### src/rtl/rs_syndrome_engine_if.sv
// rs_syndrome_engine_if: symbol-in / syndrome-out bundle for rs_syndrome_engine.
//   Parameter NSYN sets the o_syn width (8*NSYN).
//   master modport: symbol producer and result consumer
//     (drives i_frame_sync, i_data, i_data_sync, i_erasure, i_ready).
//   slave modport: the syndrome engine
//     (drives o_syn, o_zero, o_erasures, o_valid, o_short, o_overrun).
interface rs_syndrome_engine_if #(
  parameter int NSYN = 4
);
  logic                i_frame_sync;
  logic [7:0]          i_data;
  logic                i_data_sync;
  logic                i_erasure;
  logic [8*NSYN-1:0]   o_syn;
  logic                o_zero;
  logic [7:0]          o_erasures;
  logic                o_valid;
  logic                i_ready;
  logic                o_short;
  logic                o_overrun;

  modport master (
    output i_frame_sync, i_data, i_data_sync, i_erasure, i_ready,
    input  o_syn, o_zero, o_erasures, o_valid, o_short, o_overrun
  );

  modport slave (
    input  i_frame_sync, i_data, i_data_sync, i_erasure, i_ready,
    output o_syn, o_zero, o_erasures, o_valid, o_short, o_overrun
  );
endinterface

### src/rtl/rs_syndrome_engine.sv
// rs_syndrome_engine: Reed-Solomon syndrome engine over GF(2^8), polynomial
// 0x11D, alpha = 0x02, roots alpha^0 .. alpha^(NSYN-1).
//   i_clk, i_res : clock and synchronous active-high reset
//   bus (slave)  : byte symbol stream in (i_data/i_data_sync/i_frame_sync/
//                  i_erasure), held syndrome result out with ready/valid
//                  (o_syn/o_zero/o_erasures/o_valid/i_ready), one-cycle
//                  status pulses o_short and o_overrun.
// Parameters: NSYN syndromes (2..8), N symbols per codeword (2..255).
// Optional feature macro: ERASURE_CNT_EN enables the per-codeword erasure
// counter; without it o_erasures is constant 0 and i_erasure is ignored.
module rs_syndrome_engine #(
  parameter int NSYN = 4,
  parameter int N    = 32
) (
  input  logic               i_clk,
  input  logic               i_res,
  rs_syndrome_engine_if.slave bus
);

  localparam int DATA_W = 8;

  typedef enum logic {IDLE, ACCUM} state_t;

  state_t                   state;
  logic [DATA_W-1:0]        cnt;
  logic [8*NSYN-1:0]        acc;
  logic [8*NSYN-1:0]        acc_next;
  logic                     start;
  logic                     step;
  logic                     last;
  logic                     xfer;

  // Multiply by alpha in GF(2^8) with reduction polynomial 0x11D.
  function automatic logic [7:0] xtime(input logic [7:0] x);
    return {x[6:0], 1'b0} ^ (x[7] ? 8'h1D : 8'h00);
  endfunction

  // Constant multiply by alpha^j; j is elaboration-constant per syndrome,
  // so this unrolls into a small XOR network.
  function automatic logic [7:0] mul_alpha_pow(input logic [7:0] x, input int j);
    logic [7:0] r;
    r = x;
    for (int k = 0; k < 8; k++)
      if (k < j) r = xtime(r);
    return r;
  endfunction

  // A frame_sync symbol always (re)starts a codeword, even mid-frame.
  assign start = bus.i_data_sync && bus.i_frame_sync;
  assign step  = bus.i_data_sync && !bus.i_frame_sync && (state == ACCUM);
  assign last  = step && (cnt == DATA_W'(N - 1));
  assign xfer  = bus.o_valid && bus.i_ready;

  always_comb begin
    acc_next = '0;
    for (int j = 0; j < NSYN; j++)
      acc_next[8*j +: 8] = start ? bus.i_data
                                 : (mul_alpha_pow(acc[8*j +: 8], j) ^ bus.i_data);
  end

  // Accumulate stage -> held result register
  always_ff @(posedge i_clk) begin
    if (i_res) begin
      state         <= IDLE;
      cnt           <= '0;
      acc           <= '0;
      bus.o_syn     <= '0;
      bus.o_zero    <= 1'b0;
      bus.o_valid   <= 1'b0;
      bus.o_short   <= 1'b0;
      bus.o_overrun <= 1'b0;
    end else begin
      bus.o_short   <= start && (state == ACCUM);
      bus.o_overrun <= last && bus.o_valid && !bus.i_ready;

      if (start || step)
        acc <= acc_next;

      if (start) begin
        cnt   <= 8'd1;
        state <= ACCUM;
      end else if (last) begin
        cnt   <= '0;
        state <= IDLE;
      end else if (step) begin
        cnt   <= cnt + 8'd1;
      end

      // A load wins over a transfer on the same edge, so valid stays high.
      if (last) begin
        bus.o_syn   <= acc_next;
        bus.o_zero  <= (acc_next == '0);
        bus.o_valid <= 1'b1;
      end else if (xfer) begin
        bus.o_valid <= 1'b0;
      end
    end
  end

`ifdef ERASURE_CNT_EN
  logic [7:0] ers;
  logic [7:0] ers_next;

  function automatic logic [7:0] sat_inc(input logic [7:0] c, input logic e);
    return (e && (c != 8'hFF)) ? c + 8'd1 : c;
  endfunction

  assign ers_next = start ? {7'd0, bus.i_erasure} : sat_inc(ers, bus.i_erasure);

  always_ff @(posedge i_clk) begin
    if (i_res) begin
      ers            <= '0;
      bus.o_erasures <= '0;
    end else begin
      if (start || step)
        ers <= ers_next;
      if (last)
        bus.o_erasures <= ers_next;
    end
  end
`else
  logic unused_erasure;
  assign unused_erasure = bus.i_erasure;
  assign bus.o_erasures = 8'd0;
`endif

endmodule

### src/flat_wrapper.sv
// flat-port wrapper written by rule: the top's interface ports become plain ports
module rs_syndrome_engine_flat 
#(
  parameter int NSYN = 4,
  parameter int N    = 32
)
  (i_clk, i_res, bus_i_frame_sync, bus_i_data, bus_i_data_sync, bus_i_erasure, bus_i_ready, bus_o_syn, bus_o_zero, bus_o_erasures, bus_o_valid, bus_o_short, bus_o_overrun);
  rs_syndrome_engine_if #(.NSYN(NSYN)) bus_i ();
  input  logic i_clk;
  input  logic i_res;
  input wire logic [$bits(bus_i.i_frame_sync)-1:0] bus_i_frame_sync;
  input wire logic [$bits(bus_i.i_data)-1:0] bus_i_data;
  input wire logic [$bits(bus_i.i_data_sync)-1:0] bus_i_data_sync;
  input wire logic [$bits(bus_i.i_erasure)-1:0] bus_i_erasure;
  input wire logic [$bits(bus_i.i_ready)-1:0] bus_i_ready;
  output wire logic [$bits(bus_i.o_syn)-1:0] bus_o_syn;
  output wire logic [$bits(bus_i.o_zero)-1:0] bus_o_zero;
  output wire logic [$bits(bus_i.o_erasures)-1:0] bus_o_erasures;
  output wire logic [$bits(bus_i.o_valid)-1:0] bus_o_valid;
  output wire logic [$bits(bus_i.o_short)-1:0] bus_o_short;
  output wire logic [$bits(bus_i.o_overrun)-1:0] bus_o_overrun;
  assign bus_i.i_frame_sync = bus_i_frame_sync;
  assign bus_i.i_data = bus_i_data;
  assign bus_i.i_data_sync = bus_i_data_sync;
  assign bus_i.i_erasure = bus_i_erasure;
  assign bus_i.i_ready = bus_i_ready;
  assign bus_o_syn = bus_i.o_syn;
  assign bus_o_zero = bus_i.o_zero;
  assign bus_o_erasures = bus_i.o_erasures;
  assign bus_o_valid = bus_i.o_valid;
  assign bus_o_short = bus_i.o_short;
  assign bus_o_overrun = bus_i.o_overrun;
  rs_syndrome_engine #(.NSYN(NSYN), .N(N)) u_core (.i_clk(i_clk), .i_res(i_res), .bus(bus_i));
endmodule
### config.mk
export PLATFORM = sky130hd
export DESIGN_NAME = rs_syndrome_engine_flat
export DESIGN_NICKNAME = d
export VERILOG_FILES = /design/src/rtl/rs_syndrome_engine_if.sv /design/src/rtl/rs_syndrome_engine.sv /design/src/flat_wrapper.sv
export SDC_FILE = /design/constraint.sdc
export NUM_CORES = 1
export LEC_CHECK = 0
export CELL_PAD_IN_SITES_DETAIL_PLACEMENT = 0
export CELL_PAD_IN_SITES_GLOBAL_PLACEMENT = 1
export CORE_UTILIZATION = 44
export DETAILED_ROUTE_END_ITERATION = 8
export GPL_ROUTABILITY_DRIVEN = 0
export HOLD_SLACK_MARGIN = 0.12
export PLACE_DENSITY = 0.91
export SLEW_MARGIN = 20
export SYNTH_ARGS = -nofsm -noshare
export SYNTH_HDL_FRONTEND = slang
export SYNTH_SLANG_ARGS = --single-unit
### constraint.sdc
create_clock -name i_clk -period 3.49 [get_ports i_clk]
set_input_delay 0.698 -clock i_clk [delete_from_list [all_inputs] [get_ports i_clk]]
set_output_delay 0.698 -clock i_clk [all_outputs]
set_load 0.02 [all_outputs]
Word level (Yosys, flattened, before mapping)
Cells that the tools add are included.
{ "totals": {"ff_bits": 77, "latch_bits": 0, "ramBits": 0, "mem_bits_ro": 0, "input_bits": 14, "out_inout_bits": 44, "elab_cells": 54, "n_memories": 0} }
{ "classes": {"add_sub_neg": 1, "multipliers": 0, "n_div": 0, "n_lt_le_gt_ge": 0, "n_eq_ne": 1, "n_shift": 0, "n_mux": 17, "n_bitwise": 10, "reduce_logical": 16} }
{ "op_table": {"columns": ["cell", "count"], "rows": [
  ["XOR 8 bit", 10],
  ["zero test 32 bit", 1],
  ["2-to-1 mux 8 bit", 4],
  ["2-to-1 mux 5 bit", 6],
  ["adder 8 x 1 -> 8 bit, second input constant", 1],
  ["equality test 8 x 5 -> 1 bit, second input constant", 1],
  ["logical AND 1 bit", 8],
  ["2-to-1 mux 1 bit", 7],
  ["nonzero test 2 bit", 2],
  ["nonzero test 3 bit", 1],
  ["OR reduction 3 bit", 1],
  ["zero test 1 bit", 2],
  ["logical OR 1 bit", 1]
]} }

Longest topological paths before layout
Gate-level depths: netlist of the first run.
{ "logic_depth": {"depth_word": 9, "depth_mapped": 10, "depth_no_buf": 6} }

Worst setup path after synthesis of the first run
No wires, ideal clock.
{ "synth_path": {"path_kind": "input to register", "startpoint": "input bus_i_data[3]", "endpoint": "register u_core.bus.o_zero", "setup_time_ps": 69, "t_arrival_ps": 2092, "t_required_ps": 3421, "slack_ps": 1329, "path_stages": 7, "n_path_buf": 1, "path_cell_list": "buf_1 nor4bb_1 a31oi_1 o32ai_2 nand4_1 or4_1 o21ai_1"} }
{ "synth_between": {"elab_chain_cells": 3, "word_cells_on_any_way": 9, "classes_between": "mux (4); bitwise (4); reduce/logical (1)"} }
{ "synth_lines": {"columns": ["element", "line_no", "text"], "rows": [
  ["start: declaration", "flat_wrapper.sv:12", "input wire logic [$bits(bus_i.i_data)-1:0] bus_i_data;"],
  ["XOR 8 bit", "rs_syndrome_engine.sv:58", ": (mul_alpha_pow(acc[8*j +: 8], j) ^ bus.i_data);"],
  ["2-to-1 mux 8 bit", "rs_syndrome_engine.sv:57", "acc_next[8*j +: 8] = start ? bus.i_data"],
  ["zero test 32 bit (*)", "rs_syndrome_engine.sv:92", "bus.o_zero <= (acc_next == '0);"],
  ["end signal: assignment", "rs_syndrome_engine.sv:92", null],
  ["end: declaration", "rs_syndrome_engine_if.sv:29", "output o_syn, o_zero, o_erasures, o_valid, o_short, o_overrun"]
]} }
Mark *: on every way between the ends. The rest lies on a longest branch, timed or not.
A chain may end at the register's enable or synchronous reset.

Final worst setup path of the first run
{ "layout_path": {"startpoint": "input bus_i_data[6]", "endpoint": "register u_core.bus.o_zero"} }
Same word-level chain as after synthesis.

==> results of run 1 <==
synth_stat cells (all sizes together):
| master | n |
|---|---|
| nor2 | 92 |
| nand3 | 4 |
| a211oi | 57 |
| nand4 | 3 |
| clkbuf | 25 |
| nor3b | 2 |
| a31oi | 9 |
| xnor3 | 4 |
| nand2 | 28 |
| ha | 1 |
| buf | 32 |
| nor4 | 3 |
| inv | 2 |
| conb | 1 |
| xor2 | 24 |
| nor2b | 5 |
| nor4bb | 9 |
| nor3 | 5 |
| and3 | 3 |
| o211ai | 5 |
| and2 | 1 |
| or4 | 1 |
| o21ai | 21 |
| nand2b | 2 |
| dfxtp | 77 |
| and3b | 2 |
| nand3b | 1 |
| o311ai | 1 |
| a22oi | 4 |
| and4 | 4 |
| xnor2 | 32 |
| a21oi | 14 |
| o32ai | 6 |
power by group through the flow:
stage | combinational (mW) | sequential [mW] | clock, mW
finish | 0.341 | 0.957 | 0.679
global route | 0.378 | 0.964 | 0.732
CTS | 0.342 | 0.956 | 0.689
detailed placement | 0.340 | 0.977 | 0
global placement | 0.333 | 0.974 | 0
floorplan | 0.287 | 0.951 | 0
registers in the layout, indices dropped and copies added, names as in the netlist:
signal                flops
u_core.acc               32
u_core.bus.o_zero         1
u_core.state              1
u_core.bus.o_syn         32
u_core.bus.o_short        1
u_core.bus.o_valid        1
u_core.cnt                8
u_core.bus.o_overrun      1
cells by family (layout without fill, tap and decap cells):
kind of cell | Yosys count | after routing | share of synthesized area, %
simple gates | 165 | 165 | 19.3
compound gates | 117 | 117 | 19.8
fa+ha+maj | 1 | 1 | 0.311
flops | 77 | 77 | 38.3
buf+inv | 59 | 85 | 7.83
other cells | 1 | 8 | 0.0931
xor+xnor | 60 | 60 | 14.4
area by class of cell:
type                       instances  share of cell area (%)
tap                              108                    2.85
clock buffer                      11                    3.20
multi-input combinational        351                    46.5
clock inverter                     4                    1.00
inverter                           2                   0.159
timing repair buffer              68                    13.7
sequential                        77                    32.5
placed cells by master, fill, tap and decap left out, types with 8 or more instances in the layout:
cell and instances:
sky130_fd_sc_hd__nor4bb_1 9, sky130_fd_sc_hd__buf_4 18, sky130_fd_sc_hd__xor2_1 24, sky130_fd_sc_hd__nor2_1 90, sky130_fd_sc_hd__a31oi_1 9, sky130_fd_sc_hd__a21oi_1 14
sky130_fd_sc_hd__a211oi_1 57, sky130_fd_sc_hd__nand2_1 28, sky130_fd_sc_hd__o21ai_0 20, sky130_fd_sc_hd__xnor2_1 32, sky130_fd_sc_hd__dfxtp_1 77, sky130_fd_sc_hd__conb_1 8
sky130_fd_sc_hd__clkdlybuf4s50_1 47, sky130_fd_sc_hd__clkbuf_8 11
how the worst min path moves through the flow:
stage / to / slack, ns / depth (start not counted)
after floorplan: u_core.cnt[0]$_SDFFE_PP0P_ / 0.46 / 2
after global placement: u_core.bus.o_zero$_SDFFE_PP0P_ / 0.46 / 2
after detailed placement: u_core.bus.o_zero$_SDFFE_PP0P_ / 0.47 / 2
after CTS: u_core.bus.o_zero$_SDFFE_PP0P_ / 0.48 / 2
after global routing: u_core.bus.o_zero$_SDFFE_PP0P_ / 0.51 / 2
final: u_core.bus.o_zero$_SDFFE_PP0P_ / 0.47 / 2
per-layer routing:
layer  share of wire (%)  track usage, %  routed length [um]
met4                 1.4            5.71                 133
met5                   0               0                   0
met3                 5.7            3.81                 533
met1                  46            27.8                4260
met2                  47            33.0                4340
worst min-delay path, delay by kind of cell, from the launching register on:
kind	cells	cell delay (ns)
AOI/OAI and AO/OA	1	0.05
DFF	1	0.33
and+or+nand+nor	1	0.05
==> run summary, run 1 <==
* **required time worst endpoint** 3.77 ns
* **Peak supply drop** 0.252 mV
* **wirelength, routed** 9270 um
* **detailed-route via count** 3,441
* **placeable core region** 0.00881 mm^2
* **vias per inst** 5.54
* **clock tree root buffer cell** sky130_fd_sc_hd__clkbuf_8
* **Final setup viols** 0
* **critical path peak fanout** 13
* **post-cts repair resize count** 0
* **slew at the pin closest to its max-slew limit** 0.774 ns
* **LEAKAGE** 1.61 nW
* **Post-Route Skew** 0.00845 ns
* **DRC marker count from the first detailed-route iteration** 201
* **Worst Setup Slack post-DPL** 0.500 ns
* **Initial Util** 45.8%
* **routed length per instance** 14.9 um
* **Worst path depth** 7
* **net load switching power** 0.557 mW
* **via count of the first global-routing pass** 3,140
* **area enclosed by the die boundary** 0.00954 mm^2
* **capturing point of the worst reg2reg path** u_core.cnt[0]$_SDFFE_PP0P_
* **number of instances in the placed design** 606
* **DP HPWL** 6510 um
* **Global Route Usage Sum** 20.4%
* **cell family contributing the most delay on the critical path** simple AND/OR/NAND/NOR gates
* **relative area change from synthesis to final layout** 17.5%
* **R2R cell count** 7
* **sequential element share of the synthesized area** 38.3%
* **filler-free cell count of the finished design** 621
* **RSZ-0062 raised after global routing** false
* **number of ports placed on the die boundary** 58
* **chip width** 97.7 um
* **worst setup path startpoint** bus_i_data[6]
* **cell area after synthesis** 0.00403 mm^2
* **number of distinct standard cells referenced by the synthesized netlist** 41
* **final critical delay including setup and external delays** 2.62 ns
* **post-placement cell area** 0.00454 mm^2
* **synthesized area per cell** 8.39 um^2
* **crit path capture type** register
* **num rows** 34
* **number of antenna violations at the first check in global routing** 0
* **data arrival time of the critical path** 2.91 ns
* **cell-by-cell trace of the critical path** clkdlybuf4s50_1 > nor4bb_1 > a31oi_1 > o32ai_1 > o311ai_0 > or4_1 > o21ai_1
* **Seq pwr share** 48.4%
* **final instance area** 0.00474 mm^2
* **maximum root-to-sink buffer count** 2
* **Final #Nets** 524
* **violated checks** design-rule violations
* **clock-pin transition on the worst setup and hold timing paths** 0.07 ns
* **wire length of the first global-routing pass** 15,600 um
* **clock power share** 34.3%
* **worst-case setup margin in the final layout** 0.866 ns
* **TritonCTS clock tree** yes
* **kind of launch point of the worst setup path** input pin
* **Port Buffer Count** 48
* **hold buffer count at CTS** 0
* **# DRC** 6
* **outcome** finished, violations left
* **HP Class** reg2reg
* **TritonCTS Buffers** 9
* **destination of the critical timing path** u_core.bus.o_zero$_SDFFE_PP0P_
* **maximum number of pins on one net before global-route repair** 44
* **crit share post-route** 75.2%
* **sequential standard cell area** 0.00154 mm^2
* **fmax** 381 MHz
* **footprint of the multi-input gates** 0.00220 mm^2
* **portion of synthesized cell area occupied by the leading cell type** 38.3%
* **total gr overflow** 0
* **max_cap viols** 0
* **overall power after layout** 1.98 mW
* **count of inserted antenna diode cells** 0
* **hold_sp** u_core.bus.o_zero$_SDFFE_PP0P_
* **Worst R2R Setup Slack** 1.22 ns
* **share of cells above drive strength 1** 7.99%
* **cell at the slowest stage of the critical path** sky130_fd_sc_hd__clkdlybuf4s50_1
* **H-tree depth** 3
* **y dimension of the die** 97.7 um
* **number of warnings reported in the yosys synthesis log** 0
* **top cell type by total area after synthesis** sky130_fd_sc_hd__dfxtp_1
* **hold_ws** 0.467 ns
* **worst max-slew margin expressed relative to the limit** 48.4%
* **insertion delay of the later-clocked pin in the worst-skew pair** 0.35 ns
* **combinational cell fraction of total power** 17.2%
* **filler cell count in the final layout** 820
* **critical path buffer and inverter count** 1
* **switching fraction of total power** 28.2%
* **number of synthesized register bits** 77
* **Detail Route Antenna Nets** 0
* **drt pass-1 iters** 7
* **synth top area cells** sky130_fd_sc_hd__dfxtp_1 (38%), sky130_fd_sc_hd__a211oi_1 (11%), sky130_fd_sc_hd__nor2_1 (8.5%)
* **total negative slack** 0 ns
* **worst reg2reg startpoint** u_core.state$_SDFFE_PP0P_
* **max-slew violation total from the final report** 0
* **number of endpoints with negative hold slack in the final report** 0
* **cell internal pwr** 1.42 mW
* **crit-path max cell delay** 0.85 ns
* **Finished Core Util** 53.8%
* **type of the worst setup path** in2reg
* **power density over the cells** 417 mW/mm^2
* **Num Clock Sinks** 77
* **total setup buffers inserted after CTS** 0
* **cell count after synthesis** 480
Note: power is estimated with default switching activity, not from simulation.
==> inputs of run 2 (changes only) <==
--- a/config.mk
+++ b/config.mk
@@ -7,11 +7,11 @@
 export LEC_CHECK = 0
 export CELL_PAD_IN_SITES_DETAIL_PLACEMENT = 0
 export CELL_PAD_IN_SITES_GLOBAL_PLACEMENT = 1
-export CORE_UTILIZATION = 44
+export CORE_UTILIZATION = 37
 export DETAILED_ROUTE_END_ITERATION = 8
 export GPL_ROUTABILITY_DRIVEN = 0
 export HOLD_SLACK_MARGIN = 0.12
-export PLACE_DENSITY = 0.91
+export PLACE_DENSITY = 0.82
 export SLEW_MARGIN = 20
 export SYNTH_ARGS = -nofsm -noshare
 export SYNTH_HDL_FRONTEND = slang
==> constraint.sdc (replaced) <==
create_clock -name i_clk -period 2.22 [get_ports i_clk]
set_input_delay 0.444 -clock i_clk [delete_from_list [all_inputs] [get_ports i_clk]]
set_output_delay 0.444 -clock i_clk [all_outputs]
set_load 0.02 [all_outputs]
==> run summary, run 2 (synthesis gave the netlist of run 1 again) <==
* **critical path peak fanout** 25, +12
* **filler-free cell count of the finished design** 685, +10%
* **DP HPWL** 7250 um, +11%
* **filler cell count in the final layout** 1,032, +26%
* **total negative slack** 0 ns, unchanged
* **total gr overflow** 0, unchanged
* **max-slew violation total from the final report** 0, unchanged
* **vias per inst** 5.21, -5.9%
* **detailed-route via count** 3,571, +3.8%
* **Final setup viols** 0, unchanged
* **via count of the first global-routing pass** 3,356, +6.9%
* **overall power after layout** 3.16 mW, +60%
* **final critical delay including setup and external delays** 2.12 ns
* **area enclosed by the die boundary** 0.0113 mm^2, +19%
* **Port Buffer Count** 48, unchanged
* **TritonCTS clock tree** yes
* **number of antenna violations at the first check in global routing** 0, unchanged
* **chip width** 106 um, +8.9%
* **clock tree root buffer cell** sky130_fd_sc_hd__clkbuf_8
* **H-tree depth** 3, unchanged
* **wirelength, routed** 9930 um, +7.1%
* **type of the worst setup path** in2reg
* **num rows** 37, +8.8%
* **highest-count cells in the layout ignoring fill and taps** sky130_fd_sc_hd__nor2_1 (90), sky130_fd_sc_hd__dfxtp_1 (77), sky130_fd_sc_hd__a211oi_1 (57), sky130_fd_sc_hd__buf_4 (52), sky130_fd_sc_hd__clkdlybuf4s50_1 (46)
* **max_cap viols** 0, unchanged
* **relative area change from synthesis to final layout** 25.4%
* **clock-pin transition on the worst setup and hold timing paths** 0.08 ns, about the same
* **maximum root-to-sink buffer count** 2, unchanged
* **power density over the cells** 625 mW/mm^2, +50%
* **Num Clock Sinks** 77, unchanged
* **fmax** 472 MHz
* **worst-case setup margin in the final layout** 0.101 ns, -0.765 ns
* **drt pass-1 iters** 4, -3
* **Global Route Usage Sum** 18.6%, -1.8 points
* **routed length per instance** 14.5 um, -2.9%
* **crit share post-route** 95.5%
* **hold_ws** 0.424 ns, -0.0422 ns
* **RSZ-0062 raised after global routing** true
* **Initial Util** 38.5%, -7.2 points
* **insertion delay of the later-clocked pin in the worst-skew pair** 0.36 ns, about the same
* **Worst Setup Slack post-DPL** -0.304 ns, -0.803 ns
* **Post-Route Skew** 0.00700 ns, -0.00145 ns
* **share of cells above drive strength 1** 13.7%, +5.7 points
* **most common cell after layout, fill and taps aside** sky130_fd_sc_hd__nor2_1
* **largest registers** u_core.acc (32), u_core.bus.o_syn (32), u_core.cnt (8)
* **count of inserted antenna diode cells** 0, unchanged
* **Finished Core Util** 48.3%, -5.5 points
* **kind of launch point of the worst setup path** input pin
* **crit path capture type** register
* **outcome** complete, no violations
* **post-placement cell area** 0.00487 mm^2, +7.3%
* **number of ports placed on the die boundary** 58, unchanged
* **maximum number of pins on one net before global-route repair** 52, +18%
* **Detail Route Antenna Nets** 0, unchanged
* **Final #Nets** 560, +6.9%
* **TritonCTS Buffers** 9, unchanged
* **# DRC** 0, -6
* **final instance area** 0.00505 mm^2, +6.7%
* **placeable core region** 0.0105 mm^2, +19%
* **data arrival time of the critical path** 2.42 ns, -0.49 ns
* **y dimension of the die** 106 um, +8.9%
* **number of endpoints with negative hold slack in the final report** 0, unchanged
* **LEAKAGE** 1.78 nW, +11%
* **wire length of the first global-routing pass** 16,400 um, +5.0%
* **HP Class** in2reg
* **required time worst endpoint** 2.52 ns, -1.25 ns
* **Peak supply drop** 0.238 mV, -5.8%
* **number of instances in the placed design** 670, +11%
* **DRC marker count from the first detailed-route iteration** 180, -10%
[run 2: cell types whose count changed in the layout (fill, tap and decap cells not counted), sizes merged]
| cell | before | now |
|---|---|---|
| clkinvlp | 1 | 2 |
| clkinv | 2 | 1 |
| buf | 21 | 57 |
| dlymetal6s2s | 0 | 1 |
| clkdlybuf4s50 | 47 | 46 |
[run 2: what timing repair did]
action / in CTS / in global routing
buffers inserted: 0 / 0
hold buffers: 0 / 0
gates resized for setup: 0 / 2
hold endpoints to repair: 0 / 0
setup endpoints to repair: 0 / 1
[run 2: critical path, stage by stage]
cell	delay [ns]
sky130_fd_sc_hd__clkdlybuf4s50_1	0.48
sky130_fd_sc_hd__and2_4	0.33
sky130_fd_sc_hd__nor2_1	0.10
sky130_fd_sc_hd__o32ai_1	0.24
sky130_fd_sc_hd__o311ai_1	0.13
sky130_fd_sc_hd__or4_1	0.55
sky130_fd_sc_hd__o21ai_1	0.14
[run 2: final cells by class]
class,instances,area (um^2),area share (%)
clock buffer,11,131,2.60
clock inverter,4,50.0,0.991
inverter,2,7.51,0.149
multi-input combinational,351,2200,43.6
sequential,77,1540,30.5
tap,136,170,3.37
timing repair buffer,104,948,18.8
[run 2: final timing paths]
path | startpoint | to | slack, ns | cells past startpoint
worst max-delay path | bus_i_frame_sync | u_core.bus.o_zero$_SDFFE_PP0P_ | 0.10 | 7
worst min-delay path | i_res | u_core.bus.o_valid$_SDFFE_PP0P_ | 0.42 | 2
worst max register to register | u_core.acc[22]$_SDFFE_PP0P_ | u_core.bus.o_zero$_SDFFE_PP0P_ | 0.32 | 6
worst min register to register | u_core.bus.o_zero$_SDFFE_PP0P_ | u_core.bus.o_zero$_SDFFE_PP0P_ | 0.48 | 2
[run 2: routing by layer]
layer	vias to the layer above	global-route usage, %	routed length (um)	part of all wire, %
met5	-	0	0	0
met4	0	6.85	136	1.4
met3	10	2.94	458	4.6
met2	91	30.8	4700	47
met1	1675	24.3	4630	47
li1	1795	-	-	-
[run 2: where the power goes]
| group | internal, mW | leakage [nW] | total, mW | switching, mW |
|---|---|---|---|---|
| registers | 1.43 | 0.627 | 1.50 | 0.0735 |
| logic | 0.308 | 1.07 | 0.634 | 0.326 |
| clock network | 0.512 | 0.0854 | 1.02 | 0.506 |
